### src/rtl/alsu_result_buffer_if.sv
// Bundle of capture-side and drain-side signals of the ALSU result buffer.
// master = producer/consumer side, slave = the buffer itself.
interface alsu_result_buffer_if #(
    parameter int DEPTH = 8,
    parameter int CNT_W = 8
);
    logic                     in_valid;
    logic [5:0]               in_data;
    logic [15:0]              in_leds;
    logic                     out_valid;
    logic                     out_ready;
    logic [5:0]               out_data;
    logic                     out_err;
    logic                     full;
    logic                     empty;
    logic [$clog2(DEPTH):0]   count;
    logic                     overflow;
    logic [CNT_W-1:0]         res_cnt;
    logic [CNT_W-1:0]         err_cnt;

    modport slave (
        input  in_valid, in_data, in_leds, out_ready,
        output out_valid, out_data, out_err, full, empty, count, overflow, res_cnt, err_cnt
    );

    modport master (
        output in_valid, in_data, in_leds, out_ready,
        input  out_valid, out_data, out_err, full, empty, count, overflow, res_cnt, err_cnt
    );
endinterface

### src/rtl/alsu_result_buffer.sv
// FWFT capture FIFO for ALSU results, tagging entries captured with nonzero leds.
// Optional statistics counters are built only when ALSU_RESULT_STATS_EN is defined.
module alsu_result_buffer #(
    parameter int DEPTH = 8,
    parameter int CNT_W = 8
) (
    input  logic                clk,
    input  logic                rst,
    alsu_result_buffer_if.slave bus
);
    localparam int AW = $clog2(DEPTH);
    localparam logic [AW:0] FULL_CNT = (AW+1)'(DEPTH);

    logic [6:0]    mem_q [DEPTH];
    logic [AW-1:0] wr_ptr_q, rd_ptr_q;
    logic [AW:0]   count_q, count_d;
    logic          overflow_q;
    logic          full, empty, pop, push;

    assign full  = (count_q == FULL_CNT);
    assign empty = (count_q == '0);
    assign pop   = bus.out_ready & ~empty;
    // A full FIFO can still take a push when the head leaves in the same cycle.
    assign push  = bus.in_valid & (~full | pop);

    always_comb begin
        count_d = count_q;
        if (push && !pop)
            count_d = count_q + 1'b1;
        else if (pop && !push)
            count_d = count_q - 1'b1;
    end

    always_ff @(posedge clk) begin
        if (push && !rst)
            mem_q[wr_ptr_q] <= {|bus.in_leds, bus.in_data};
    end

    always_ff @(posedge clk) begin
        if (rst) begin
            wr_ptr_q   <= '0;
            rd_ptr_q   <= '0;
            count_q    <= '0;
            overflow_q <= 1'b0;
        end else begin
            if (push)
                wr_ptr_q <= wr_ptr_q + 1'b1;
            if (pop)
                rd_ptr_q <= rd_ptr_q + 1'b1;
            count_q <= count_d;
            if (bus.in_valid && !push)
                overflow_q <= 1'b1;
        end
    end

`ifdef ALSU_RESULT_STATS_EN
    logic [CNT_W-1:0] res_cnt_q, err_cnt_q;

    always_ff @(posedge clk) begin
        if (rst) begin
            res_cnt_q <= '0;
            err_cnt_q <= '0;
        end else if (push) begin
            if (res_cnt_q != '1)
                res_cnt_q <= res_cnt_q + 1'b1;
            if (|bus.in_leds && err_cnt_q != '1)
                err_cnt_q <= err_cnt_q + 1'b1;
        end
    end

    assign bus.res_cnt = res_cnt_q;
    assign bus.err_cnt = err_cnt_q;
`else
    assign bus.res_cnt = '0;
    assign bus.err_cnt = '0;
`endif

    assign bus.out_valid = ~empty;
    assign bus.out_data  = mem_q[rd_ptr_q][5:0];
    assign bus.out_err   = mem_q[rd_ptr_q][6];
    assign bus.full      = full;
    assign bus.empty     = empty;
    assign bus.count     = count_q;
    assign bus.overflow  = overflow_q;
endmodule

### src/flat_wrapper.sv
// flat-port wrapper written by rule: the top's interface ports become plain ports
module alsu_result_buffer_flat 
#(
    parameter int DEPTH = 8,
    parameter int CNT_W = 8
)
  (clk, rst, bus_in_valid, bus_in_data, bus_in_leds, bus_out_ready, bus_out_valid, bus_out_data, bus_out_err, bus_full, bus_empty, bus_count, bus_overflow, bus_res_cnt, bus_err_cnt);
  alsu_result_buffer_if #(.DEPTH(DEPTH), .CNT_W(CNT_W)) bus_i ();
  input  logic clk;
  input  logic rst;
  input wire logic [$bits(bus_i.in_valid)-1:0] bus_in_valid;
  input wire logic [$bits(bus_i.in_data)-1:0] bus_in_data;
  input wire logic [$bits(bus_i.in_leds)-1:0] bus_in_leds;
  input wire logic [$bits(bus_i.out_ready)-1:0] bus_out_ready;
  output wire logic [$bits(bus_i.out_valid)-1:0] bus_out_valid;
  output wire logic [$bits(bus_i.out_data)-1:0] bus_out_data;
  output wire logic [$bits(bus_i.out_err)-1:0] bus_out_err;
  output wire logic [$bits(bus_i.full)-1:0] bus_full;
  output wire logic [$bits(bus_i.empty)-1:0] bus_empty;
  output wire logic [$bits(bus_i.count)-1:0] bus_count;
  output wire logic [$bits(bus_i.overflow)-1:0] bus_overflow;
  output wire logic [$bits(bus_i.res_cnt)-1:0] bus_res_cnt;
  output wire logic [$bits(bus_i.err_cnt)-1:0] bus_err_cnt;
  assign bus_i.in_valid = bus_in_valid;
  assign bus_i.in_data = bus_in_data;
  assign bus_i.in_leds = bus_in_leds;
  assign bus_i.out_ready = bus_out_ready;
  assign bus_out_valid = bus_i.out_valid;
  assign bus_out_data = bus_i.out_data;
  assign bus_out_err = bus_i.out_err;
  assign bus_full = bus_i.full;
  assign bus_empty = bus_i.empty;
  assign bus_count = bus_i.count;
  assign bus_overflow = bus_i.overflow;
  assign bus_res_cnt = bus_i.res_cnt;
  assign bus_err_cnt = bus_i.err_cnt;
  alsu_result_buffer #(.DEPTH(DEPTH), .CNT_W(CNT_W)) u_core (.clk(clk), .rst(rst), .bus(bus_i));
endmodule
### config.mk
export PLATFORM = sky130hd
export DESIGN_NAME = alsu_result_buffer_flat
export DESIGN_NICKNAME = d
export VERILOG_FILES = /design/src/rtl/alsu_result_buffer_if.sv /design/src/rtl/alsu_result_buffer.sv /design/src/flat_wrapper.sv
export SDC_FILE = /design/constraint.sdc
export NUM_CORES = 1
export LEC_CHECK = 0
export CAP_MARGIN = 5
export CORE_UTILIZATION = 45
export DETAILED_ROUTE_END_ITERATION = 8
export PLACE_DENSITY = 0.71
export REMOVE_ABC_BUFFERS = 1
export SLEW_MARGIN = 20
export SYNTH_ARGS = -nofsm -noshare
export SYNTH_HDL_FRONTEND = slang
export SYNTH_SLANG_ARGS = --single-unit
### constraint.sdc
create_clock -name clk -period 3.15 [get_ports clk]
set_input_delay 0.63 -clock clk [delete_from_list [all_inputs] [get_ports clk]]
set_output_delay 0.63 -clock clk [all_outputs]
set_load 0.02 [all_outputs]
==> impl_metrics.yaml <==
power:
  p_per_area_nw_per_um2: 680
  totalPowerFinal_mw: 2.50
  peakVddDrop_uv: 561
  power.leakage_nw: 1.30
yosys:
  synth_seq_cells: 70
  ys_warn_count: 0
  synth.top_cells.by_area: "edfxtp_1 56%, dfxtp_1 9.3%, mux4_1 8.7%"
  postSynth.asyncResetShare: 0
  synth_common_cells: "56 x edfxtp_1, 16 x buf_4, 14 x dfxtp_1, 14 x nor2_1, 10 x mux4_1"
  synthMostInstantiatedCell: "edfxtp_1"
  synth_top_area_share: 0.556
  syn_area_um2: 3030
  syn_inst: 183
  syn_avg_cell_area_um2: 16.5
  synth_edf_count: 56
  ys_types: 40
  ys.flop_type: "edfxtp_1"
  ys_seq_area_frac: 0.648
  yosysTopAreaCell: "edfxtp_1"
worst_setup_path:
  reg2reg_from: "u_core.bus.count[0]"
  cp_max_fo: 14
  timing.rr.end: "u_core.bus.count[3]"
  critical_path_arrival_ns: 2.33
  end_kind: "output pin"
  criticalPathCategory: "flop to output pin"
  r2r_cells: 10
  required_ns: 2.52
  start_kind: "flop"
  crit_end: "bus_out_data[4]"
  timing.reg2reg.setup_slack_ns: 0.38
timing:
  setup_slack_ns: 0.186
  maxSlewViolCount: 0
  period_share: 0.941
  tns_ns: 0
  rsz0062_at_grt: "false"
  period_needed_ns: 2.96
  clock.fmax_mhz: 337
  fin_skew_ns: 0.0124
  setup_violations: 0
  timing_hold_violations_final: 0
floorplan:
  dieArea_um2: 7060
  rows: 29
  die_x_um: 84.0
  ioPinCount: 57
  die_h_um: 84.0
  start_util: 0.471
  core_um2: 6420
job:
  maxCapViolCount: 0
cells_and_area:
  final_cells: 321
  diodes: 0
  final_nets: 271
  nFillCells: 504
  area_growth_pct: 21.5
  drive_gt1_frac: 0.197
clock_tree:
  post-cts-setup-buffer-count: 0
  cts_hold_buf: 0
  post_cts_resize_count: 0
  cts.htree.levels: 3
  cts-root-buf: "clkbuf_8"
  cts_sinks: 70
  clk_latency_ns: 0.34
  ctsLongestPathBuffers: 2
  numCtsBuffers: 9
  path_clk_slew_ns: 0.08
  cts_tree: "yes"
placed_design:
  dp_hpwl_um: 3410
  gp_congestion: 0.771
  dp_cells: 305
  pre_cts_slack_ns: 0.207
  portBuffers: 40
global_routing:
  gr-usage-all-layers: 0.163
  grt_max_degree: 15
  grt_pass1_wl_um: 8310
  antenna_found_initial: 0
  grt_pass1_vias: 1638
  grt_overflow_total: 0
routing:
  vias: 1612
  drt_iter0_drc: 114
  wl_per_cell_um: 15.9
  postRouteAntennaNets: 0
  drt_first_pass_iters: 6
  viasPerCell: 5.02
  routed_wl_um: 5110
  drc: 6
run_status:
  outcome: "complete, but fails checks"
  violations: "design-rule violations"
min_path:
  min_path_cells: 2
  hp-class: "flop to flop"
how the worst min path moves through the flow:
stage,start,to,slack (ns)
after floorplan,u_core.rd_ptr_q[1],flop,0.45
after global placement,u_core.bus.overflow,u_core.bus.overflow,0.47
after detailed placement,u_core.bus.overflow,u_core.bus.overflow,0.46
after CTS,u_core.bus.overflow,u_core.bus.overflow,0.49
after global routing,u_core.rd_ptr_q[1],u_core.rd_ptr_q[1],0.54
final,u_core.bus.overflow,u_core.bus.overflow,0.49
cell type report:
cell class / instances / area, µm² / share of cell area
flip-flops and latches: 70 / 1960 / 0.534
multi-input cells: 101 / 935 / 0.254
repair buffers: 53 / 498 / 0.135
clock buffers: 9 / 124 / 0.0337
well taps: 77 / 96.3 / 0.0262
clock inverters: 7 / 47.5 / 0.0129
inverters: 4 / 15.0 / 0.00408
routing by layer:
layer	GRT usage	up-vias	share of wire
met5	0	-	0
met4	0.0940	0	0.017
met3	0.0455	7	0.036
met2	0.261	36	0.51
met1	0.199	779	0.44
li1	-	790	-
sequential cells by signal, summed over array words and instances (netlist names), named ones only:
register and cells:
u_core.bus.count 4, u_core.mem_q 56, u_core.rd_ptr_q 3, u_core.bus.overflow 1
u_core.wr_ptr_q 3
cell families (layout without fill, tap and decap cells):
| kind of cell | count (synthesis) | after routing | synth area share |
|---|---|---|---|
| other | 1 | 16 | 0.00124 |
| multiplexers | 23 | 23 | 0.150 |
| AND/OR/NAND/NOR | 41 | 41 | 0.0728 |
| buffers and inverters | 27 | 73 | 0.0616 |
| XOR/XNOR | 5 | 5 | 0.0145 |
| AO/OA/AOI/OAI | 10 | 10 | 0.0248 |
| adder cells (fa/ha/maj) | 6 | 6 | 0.0273 |
| flip-flops | 70 | 70 | 0.648 |
where the power goes:
group          switching (mW)  total (mW)  leakage [nW]  internal (mW)
combinational           0.372       0.774         0.588          0.402
clock                   0.341       0.627        0.0858          0.286
sequential             0.0463        1.10         0.628           1.05
critical path: stages, from the launching register on:
cell and delay (ns):
dfxtp_1 0.31, buf_4 0.26, mux4_1 0.60, mux2_2 0.27
clkdlybuf4s50_1 0.55
per-stage QoR:
step	hold WS (ns)	area, µm²	utilization
2_1_floorplan	0.447	2910	-
3_3_place_gp	0.466	3510	0.546
3_5_place_dp	0.457	3510	0.546
4_1_cts	0.486	3680	0.573
5_1_grt	0.538	3680	0.573
6_report	0.486	3680	0.573
placed cells by master, fill, tap and decap left out, types with 2 or more instances in the layout:
cell,netlist,final
mux4_1,10,10
nor2_1,14,14
clkbuf_8,0,9
conb_1,1,16
mux4_2,4,4
mux2_2,8,8
edfxtp_1,56,56
nor3_1,4,4
nand2b_1,2,2
nor4_1,6,6
inv_6,0,2
ha_1,5,5
inv_1,3,3
clkdlybuf4s50_1,0,40
xor2_1,4,4
clkinvlp_4,0,2
nand2_1,3,3
clkinv_2,0,3
or3_1,2,2
a21oi_1,4,4
nand3_1,3,3
buf_4,16,13
dfxtp_1,14,14
No activity file was read; power rests on OpenSTA's default activity.
